File: config.mk
export PLATFORM = sky130hd
export DESIGN_NAME = store_drain_sched
export DESIGN_NICKNAME = d
export VERILOG_FILES = /design/src/rtl/store_drain_sched.sv
export SDC_FILE = /design/constraint.sdc
export NUM_CORES = 1
export LEC_CHECK = 0
export CORE_AREA = 3 3 162 164
export CTS_BUF_LIST = sky130_fd_sc_hd__clkbuf_4
export DETAILED_ROUTE_END_ITERATION = 12
export DIE_AREA = 0 0 165 167
export GPL_ROUTABILITY_DRIVEN = 0
export PLACE_DENSITY = 0.89
export SYNTH_ARGS = -nofsm -noshare
export SYNTH_HDL_FRONTEND = slang
export SYNTH_SLANG_ARGS = --single-unit
File: constraint.sdc
create_clock -name clk -period 4.6 [get_ports clk]
set_input_delay 0.46 -clock clk [delete_from_list [all_inputs] [get_ports clk]]
set_output_delay 0.46 -clock clk [all_outputs]
set_load 0.01 [all_outputs]
File: src/rtl/store_drain_sched.sv
// Store buffer and dcache port scheduler. Committed stores wait in a circular FIFO
// and share one dcache request port with loads. Loads are delayed when they overlap a buffered store.
package store_drain_sched_pkg;
    localparam int SD_ADDR_WIDTH = 32;
    localparam int SD_DATA_WIDTH = 32;

    typedef struct packed {
        logic                       valid;
        logic [SD_DATA_WIDTH/8-1:0] wstrb;
        logic [SD_ADDR_WIDTH-1:0]   waddr;
        logic [SD_DATA_WIDTH-1:0]   wdata;
    } store_req_t;
endpackage

module store_drain_sched
    import store_drain_sched_pkg::*;
#(
    parameter int DEPTH        = 4,
    parameter int STARVE_LIMIT = 8,
    parameter int ADDR_WIDTH   = SD_ADDR_WIDTH,
    parameter int DATA_WIDTH   = SD_DATA_WIDTH
) (
    input  logic                    clk,
    input  logic                    rst,
    input  store_req_t              store_i,
    output logic                    store_ready_o,
    input  logic                    load_valid_i,
    input  logic [ADDR_WIDTH-1:0]   load_addr_i,
    output logic                    load_grant_o,
    output logic                    load_conflict_o,
    input  logic                    drain_i,
    output logic                    dc_valid_o,
    output logic                    dc_we_o,
    output logic [ADDR_WIDTH-1:0]   dc_addr_o,
    output logic [DATA_WIDTH/8-1:0] dc_wstrb_o,
    output logic [DATA_WIDTH-1:0]   dc_wdata_o,
    input  logic                    dc_ready_i,
    output logic                    empty_o,
    output logic [$clog2(DEPTH):0]  count_o
);
    localparam int PTR_W    = $clog2(DEPTH);
    localparam int STARVE_W = $clog2(STARVE_LIMIT + 1);
    localparam int STRB_W   = DATA_WIDTH / 8;

    localparam logic [PTR_W:0]      FULL_CNT   = (PTR_W + 1)'(DEPTH);
    localparam logic [PTR_W:0]      CNT_ONE    = (PTR_W + 1)'(1);
    localparam logic [PTR_W-1:0]    PTR_ONE    = PTR_W'(1);
    localparam logic [STARVE_W-1:0] STARVE_MAX = STARVE_W'(STARVE_LIMIT);
    localparam logic [STARVE_W-1:0] STARVE_ONE = STARVE_W'(1);

    typedef enum logic [1:0] {IDLE, LOAD_REQ, STORE_REQ} state_t;

    state_t                state_q, state_d;
    logic [PTR_W-1:0]      wptr_q, wptr_d;
    logic [PTR_W-1:0]      rptr_q, rptr_d;
    logic [PTR_W:0]        count_q, count_d;
    logic [STARVE_W-1:0]   starve_q, starve_d;
    logic                  dc_valid_q, dc_valid_d;
    logic                  dc_we_q, dc_we_d;
    logic [ADDR_WIDTH-1:0] dc_addr_q, dc_addr_d;
    logic [STRB_W-1:0]     dc_wstrb_q, dc_wstrb_d;
    logic [DATA_WIDTH-1:0] dc_wdata_q, dc_wdata_d;
    logic                  load_grant_q, load_grant_d;

    logic [ADDR_WIDTH-1:0] waddr_mem [DEPTH];
    logic [DATA_WIDTH-1:0] wdata_mem [DEPTH];
    logic [STRB_W-1:0]     wstrb_mem [DEPTH];

    logic             enq;
    logic             deq;
    logic             load_ok;
    logic             store_win;
    logic [DEPTH-1:0] entry_match;

    // Slot gi is live when its distance from the head is below the occupancy.
    // The in-flight head stays live until its handshake, so it is always checked.
    for (genvar gi = 0; gi < DEPTH; gi++) begin : g_match
        logic [PTR_W-1:0] offset;
        assign offset = PTR_W'(gi) - rptr_q;
        assign entry_match[gi] = ({1'b0, offset} < count_q) &&
            (waddr_mem[gi][ADDR_WIDTH-1:2] == load_addr_i[ADDR_WIDTH-1:2]);
    end

    assign load_conflict_o = load_valid_i && (|entry_match);

    always_comb begin
        enq       = store_i.valid && (count_q < FULL_CNT);
        deq       = (state_q == STORE_REQ) && dc_ready_i;
        load_ok   = load_valid_i && !load_conflict_o;
        store_win = (count_q != '0) &&
                    (drain_i || (count_q == FULL_CNT) || (starve_q == STARVE_MAX) || !load_ok);

        state_d      = state_q;
        rptr_d       = rptr_q;
        starve_d     = starve_q;
        dc_valid_d   = dc_valid_q;
        dc_we_d      = dc_we_q;
        dc_addr_d    = dc_addr_q;
        dc_wstrb_d   = dc_wstrb_q;
        dc_wdata_d   = dc_wdata_q;
        load_grant_d = 1'b0;
        wptr_d       = enq ? wptr_q + PTR_ONE : wptr_q;

        case ({enq, deq})
            2'b10:   count_d = count_q + CNT_ONE;
            2'b01:   count_d = count_q - CNT_ONE;
            default: count_d = count_q;
        endcase

        case (state_q)
            IDLE: begin
                if (store_win) begin
                    state_d    = STORE_REQ;
                    dc_valid_d = 1'b1;
                    dc_we_d    = 1'b1;
                    dc_addr_d  = waddr_mem[rptr_q];
                    dc_wstrb_d = wstrb_mem[rptr_q];
                    dc_wdata_d = wdata_mem[rptr_q];
                    starve_d   = '0;
                end else if (load_ok) begin
                    state_d      = LOAD_REQ;
                    dc_valid_d   = 1'b1;
                    dc_we_d      = 1'b0;
                    dc_addr_d    = load_addr_i;
                    dc_wstrb_d   = '0;
                    dc_wdata_d   = '0;
                    load_grant_d = 1'b1;
                    if (count_q == '0)
                        starve_d = '0;
                    else if (starve_q != STARVE_MAX)
                        starve_d = starve_q + STARVE_ONE;
                end
            end
            LOAD_REQ: begin
                if (dc_ready_i) begin
                    state_d    = IDLE;
                    dc_valid_d = 1'b0;
                end
            end
            STORE_REQ: begin
                if (dc_ready_i) begin
                    state_d    = IDLE;
                    dc_valid_d = 1'b0;
                    rptr_d     = rptr_q + PTR_ONE;
                end
            end
            default: state_d = IDLE;
        endcase
    end

    always_ff @(posedge clk or posedge rst) begin
        if (rst) begin
            state_q      <= IDLE;
            wptr_q       <= '0;
            rptr_q       <= '0;
            count_q      <= '0;
            starve_q     <= '0;
            dc_valid_q   <= 1'b0;
            dc_we_q      <= 1'b0;
            dc_addr_q    <= '0;
            dc_wstrb_q   <= '0;
            dc_wdata_q   <= '0;
            load_grant_q <= 1'b0;
        end else begin
            state_q      <= state_d;
            wptr_q       <= wptr_d;
            rptr_q       <= rptr_d;
            count_q      <= count_d;
            starve_q     <= starve_d;
            dc_valid_q   <= dc_valid_d;
            dc_we_q      <= dc_we_d;
            dc_addr_q    <= dc_addr_d;
            dc_wstrb_q   <= dc_wstrb_d;
            dc_wdata_q   <= dc_wdata_d;
            load_grant_q <= load_grant_d;
        end
    end

    // Payload only; occupancy and pointers decide which slots mean anything.
    always_ff @(posedge clk) begin
        if (enq) begin
            waddr_mem[wptr_q] <= ADDR_WIDTH'(store_i.waddr);
            wdata_mem[wptr_q] <= DATA_WIDTH'(store_i.wdata);
            wstrb_mem[wptr_q] <= STRB_W'(store_i.wstrb);
        end
    end

    assign store_ready_o = (count_q < FULL_CNT);
    assign empty_o       = (count_q == '0);
    assign count_o       = count_q;
    assign load_grant_o  = load_grant_q;
    assign dc_valid_o    = dc_valid_q;
    assign dc_we_o       = dc_we_q;
    assign dc_addr_o     = dc_addr_q;
    assign dc_wstrb_o    = dc_wstrb_q;
    assign dc_wdata_o    = dc_wdata_q;
endmodule

After elaboration in Yosys (flattened, before gate mapping)
Memory sizes are Yosys's and may differ from the RTL's.
Cells that the tools add are included.
{"block": "totals", "output_inout_bits": 77, "register_bits": 84, "mem_count": 3, "ram_bits": 272, "wordCells": 95, "in_bits": 106}
{"memory": "waddr_mem", "words": 4, "width": 32, "read_ports": 5, "rd_ports_with_merged_regs": 0, "write_ports": 1, "line_no": "65", "text": "logic [ADDR_WIDTH-1:0] waddr_mem [DEPTH];"}
{"memory": "wdata_mem", "words": 4, "width": 32, "read_ports": 1, "rd_ports_with_merged_regs": 0, "write_ports": 1, "line_no": "66", "text": "logic [DATA_WIDTH-1:0] wdata_mem [DEPTH];"}
{"memory": "wstrb_mem", "words": 4, "width": 4, "read_ports": 1, "rd_ports_with_merged_regs": 0, "write_ports": 1, "line_no": "67", "text": "logic [STRB_W-1:0] wstrb_mem [DEPTH];"}
{"block": "classes", "eq_ne": 13, "n_lt_le_gt_ge": 5, "n_addsub": 9, "reduce_logical": 28, "n_mux": 26}
{"op": "32-bit two-way mux", "count": 4}
{"op": "30-bit == test", "count": 4}
{"op": "4-bit two-way mux", "count": 6}
{"op": "2-bit by 3-bit < comparator with 1-bit output", "count": 4}
{"op": "1-bit two-way mux", "count": 10}
{"op": "1-bit logical AND", "count": 9}
{"op": "2-bit two-way mux", "count": 3}
{"op": "3-bit one-hot mux with 2 select lines", "count": 1}
{"op": "2-bit AND reduction", "count": 3}
{"op": "3-bit AND reduction", "count": 2}
{"op": "2-bit nonzero test", "count": 3}
{"op": "3-bit nonzero test", "count": 2}
{"op": "2-bit by 1-bit adder with 2-bit output (second input constant)", "count": 2}
{"op": "4-bit by 1-bit adder with 4-bit output (second input constant)", "count": 1}
{"op": "2-bit by 1-bit == test with 1-bit output (second input constant)", "count": 2}
{"op": "2-bit == test (second input constant)", "count": 2}
{"op": "4-bit == test (second input constant)", "count": 1}
{"op": "4-bit != test (second input constant)", "count": 1}
{"op": "2-bit one-hot mux with 2 select lines", "count": 1}
{"op": "4-bit OR reduction", "count": 1}
{"op": "1-bit by 2-bit subtractor with 2-bit output (first input constant)", "count": 2}
{"op": "2-bit subtractor (first input constant)", "count": 2}
{"op": "3-bit by 1-bit adder with 3-bit output (second input constant)", "count": 1}
{"op": "3-bit == test (second input constant)", "count": 1}
{"op": "10 further kinds", "count": 13}

Logic depth before layout (Yosys ltp)
{"block": "logic_depth", "ltp_word": 12, "mapped_depth": 15, "depth_no_buf": 10}

Worst setup path after synthesis
OpenSTA, ideal clock, no wires.
{"block": "synth_timing", "kind": "flip-flop to flip-flop", "start": "register rptr_q[0]", "end": "register dc_wdata_q[10], in the netlist dc_wdata_o[10]", "arrival_time_ps": 2975, "n_path_buf": 5, "setup_ps": 121, "synth_period_minus_slack_ps": 3096, "stages_incl_launch_ff": 14, "t_required_ps": 4479, "setup_slack_ps": 1504, "cell_sequence": "dfrtp_1 > buf_2 > buf_1 > xor2_1 > inv_1 > ha_1 > a2111oi_1 > or4_1 > buf_4 > o21ai_4 > nor2_2 > buf_6 > buf_4 > a22o_1"}
{"block": "synth_via", "elab_chain_len": 12, "word_cells_on_any_way": 23, "cone_classes": "add/sub: 4; order compare: 4; mux: 1; reduce/logical: 13; memory: 1"}
{"element": "start: declaration", "line_no": "55", "text": "logic [PTR_W-1:0] rptr_q, rptr_d;"}
{"element": "start signal: assignment", "line_no": "167", "text": "rptr_q <= rptr_d;"}
{"element": "1-bit by 2-bit subtractor with 2-bit output / 2-bit subtractor (equally long branches)", "line_no": "79", "text": "assign offset = PTR_W'(gi) - rptr_q;"}
{"element": "2-bit by 3-bit < comparator with 1-bit output", "line_no": "80", "text": "assign entry_match[gi] = ({1'b0, offset} < count_q) &&"}
{"element": "1-bit logical AND", "line_no": "80"}
{"element": "4-bit OR reduction", "line_no": "84", "text": "assign load_conflict_o = load_valid_i && (|entry_match);"}
{"element": "1-bit logical AND", "line_no": "84"}
{"element": "1-bit logical NOT", "line_no": "89", "text": "load_ok = load_valid_i && !load_conflict_o;"}
{"element": "1-bit logical AND", "line_no": "89"}
{"element": "1-bit logical NOT", "line_no": "91", "text": "(drain_i || (count_q == FULL_CNT) || (starve_q == STARVE_MAX) || !load_ok);"}
{"element": "1-bit logical OR", "line_no": "91"}
{"element": "1-bit logical AND", "line_no": "90", "text": "store_win = (count_q != '0) &&"}
{"element": "2-bit nonzero test (no source line)"}
{"element": "2-bit AND reduction (no source line)"}
{"element": "end signal: assignment", "line_no": "174", "text": "dc_wdata_q <= dc_wdata_d;"}
{"element": "end: declaration", "line_no": "62", "text": "logic [DATA_WIDTH-1:0] dc_wdata_q, dc_wdata_d;"}
Parallel ways exist; a longest one is shown, timed or not.
A chain may end at the register's enable or synchronous reset.

Final worst setup path
{"block": "layout_timing", "start": "register rptr_q[1]", "end": "output load_conflict_o"}
{"block": "layout_via", "elab_chain_len": 5, "word_cells_on_any_way": 14, "cone_classes": "add/sub: 4; order compare: 4; reduce/logical: 6"}
{"element": "1-bit by 2-bit subtractor with 2-bit output / 2-bit subtractor (equally long branches)", "line_no": "79"}
{"element": "2-bit by 3-bit < comparator with 1-bit output", "line_no": "80"}
{"element": "1-bit logical AND", "line_no": "80"}
{"element": "4-bit OR reduction (*)", "line_no": "84"}
{"element": "1-bit logical AND (*)", "line_no": "84"}
{"element": "end: declaration", "line_no": "30", "text": "output logic load_conflict_o,"}
Every way passes the cells marked *; elsewhere a longest branch is shown, timed or not.

==> run metrics <==
outcome complete, no violations; DR WL/cell 23.1 um; Final min period 4.35 ns; reg2reg end dc_addr_o[20]; Post-Syn Area 0.0150 mm2; largest net degree at the start of global routing 69; vias 8859; Tot GR Track Use 25.6%; IO Count 183; CTS Buf Count 90; area share of the largest cell type after synthesis 54.3%; LEAKAGE 6.63 nW; DR pass1 iterations 5; Fmax 230 MHz; CP Max Fanout 24; fraction of registers with async set/reset 23.6%; type of the tightest min-delay check in2async; vias in the first global route 9394; #FFs+latches synth 356; die area 0.0276 mm2; Area Overhead vs Synth 21.5%; cts hold-fix bufs 0; initial antenna violation count 4; fin crit share 94.5%; Crit. End Element output pin; most common cell in the netlist edfxtp_1; Iter 0 DRT Violations 943; Critical Path Source Type flip-flop; row count 58; Worst path top cell family by delay simple AND/OR/NAND/NOR gates; Post-CTS Setup Inserts 0; global-route wire length before repair 53100 um; clk sink count 356; post-cts sizing count 0; Critical Path RT 4.14 ns; TritonCTS clock tree done; worst hold slack 0.308 ns; Avg Cell Area, Syn 17.1 um2; FF-to-FF Start rptr_q[1]; GRT Residual Overflow 0; most used flip-flop cell after synthesis edfxtp_1; Post-synth top cells edfxtp_1, xor2_1, dfrtp_1, mux4_2, nand2_1; IO Port Bufs 182; DRT Wirelength 34700 um; sequential area share after synthesis 68.3%; clock tree buffer depth 3; WP buf/inv 2; Clock Latency Late Sink 0.70 ns; Nets 1217; setup TNS after final layout 0 ns; Core ar. 0.0250 mm2; area occupied by multi-input gates 0.00437 mm2; Crit. path cell count 8; cells along the critical path inv_1 -> ha_1 -> a2111oi_0 -> nand4_1 -> nor4_1 -> or4_1 -> and2_1 -> clkdlybuf4s50_1; Via density 5.89; # setup viols final 0; Gate Count Post-Synth 878; CP Capture Point load_conflict_o; Max-Cap Viols 0; Filler cells 1513; data arrival time of the worst path 3.89 ns; reg2reg setup slack 1.07 ns; worst rel slew slack 25.5%; Yosys top cell by area edfxtp_1; Worst Path Class, Setup reg2out; crit path from rptr_q[1]; Slew Limit Fails 0; EDFF count, synth 272; ratio of cells with drive above 1 in the final layout 20.7%; Worst Skew 0.0349 ns; largest stage delay on the critical path 0.66 ns; Worst-path clk slew 0.07 ns; drt drc 0; DP HPWL 22400 um; H-tree depth 3; die height 167 um; Reg area 0.0103 mm2; die width 165 um; final hold violations 0; RSZ-0062 raised after global routing false; cell depth of the worst flop-to-flop path 10; Yosys cell types 42; CTS root buf clkbuf_4; Pwr per Cell Area 612 mW/mm2; Worst VDD drop 0.000406 V; Initial Utilization 60.1%; Slowest cell on crit path dfrtp_4; Synth warnings 0; Antenna Nets Post-Route 0; Worst-Margin Slew 1.12 ns; syn nets 998; main area contributors after synthesis edfxtp_1, dfrtp_1, mux4_2
## registers in the layout (all words and copies together) (netlist names)
register / flops
wstrb_mem: 16
starve_q: 4
count_o: 3
state_q: 2
waddr_mem: 128
dc_valid_o: 1
dc_wdata_o: 32
load_grant_o: 1
wptr_q: 2
dc_wstrb_o: 4
dc_we_o: 1
dc_addr_o: 32
wdata_mem: 128
rptr_q: 2
## cells in the final DEF (no fill, tap or decap), types with 2 or more instances in the layout
master	n
a2111oi_0	2
o21ai_1	33
nor2_1	5
xor2_1	97
a22o_1	38
clkinv_4	2
nand3_1	5
clkbuf_4	143
and2_4	4
nand4_1	10
nor3_1	3
clkinvlp_4	3
edfxtp_1	272
xnor2_1	30
inv_2	2
mux2i_1	33
and2_1	3
dfrtp_4	2
mux4_2	68
a21o_1	2
inv_1	16
ha_1	13
clkinv_1	17
buf_4	10
a32o_1	2
nor4_1	23
clkdlybuf4s50_1	182
nor2b_1	5
dfrtp_1	82
nand2_1	42
a21oi_1	6
## layer usage
metal  vias to the layer above  global-route usage [%]  wire (um)  share of wire [%]
met4                         6                    8.90        887                2.6
met5                         -                       0         36               0.10
met3                        75                    7.11       2960                8.5
met1                      4504                    33.5      13400                 39
li1                       3851                       -          -                  -
met2                       423                    41.7      17400                 50
## power by group
part	internal (W)	total [W]	switching (W)
Sequential	0.00422	0.00463	0.000419
Combinational	0.00187	0.00381	0.00194
Clock	0.00148	0.00273	0.00126
## kinds of logic after synthesis
kind of cell	synth area share [%]
compound gates	4.54
fa+ha+maj	1.21
buf+inv	2.79
flops	68.3
mux	12.4
simple gates	3.44
xor+xnor	7.39
## worst min path at each step
stage | slack [ns] | end | cells after the start
finish | 0.31 | dc_wdata_o[3] | 2
global route | 0.34 | dc_wdata_o[3] | 2
CTS | 0.30 | dc_wdata_o[17] | 2
detailed placement | 0.47 | dc_we_o | 1
global placement | 0.46 | dc_we_o | 1
floorplan | 0.47 | state_q[0] | 1
## per-stage QoR
stage / std cells / power (W) / setup WS, ns / utilization, % / cell area [um2]
global placement: 1335 / 0.00839 / 0.662 / 68.1 / 17100
global route: 1504 / 0.0118 / 0.162 / 73.0 / 18300
detailed placement: 1335 / 0.00853 / 0.617 / 68.1 / 17100
CTS: 1503 / 0.0113 / 0.247 / 73.0 / 18300
floorplan: 878 / 0.00708 / 1.50 / - / 15000
finish: 1504 / 0.0112 / 0.252 / 73.0 / 18300
## layout make-up
class,instances,area share (%)
Sequential cell,356,56.2
Multi-Input combinational cell,437,23.9
Timing Repair Buffer,193,10.5
Clock buffer,143,5.87
Tap cell,330,2.26
Clock inverter,25,0.808
Inverter,19,0.404
Antenna cell,1,0.0137
## worst register-to-register path, stage by stage (launching register included)
cell and delay (ns):
dfrtp_4 0.66, inv_1 0.11, ha_1 0.20, a2111oi_0 0.60, nand4_1 0.22, nor4_1 0.29, or4_1 0.38, a2bb2oi_4 0.19
buf_4 0.52, nand2_1 0.19, o21ai_1 0.11
No activity file was read; power rests on OpenSTA's default activity.
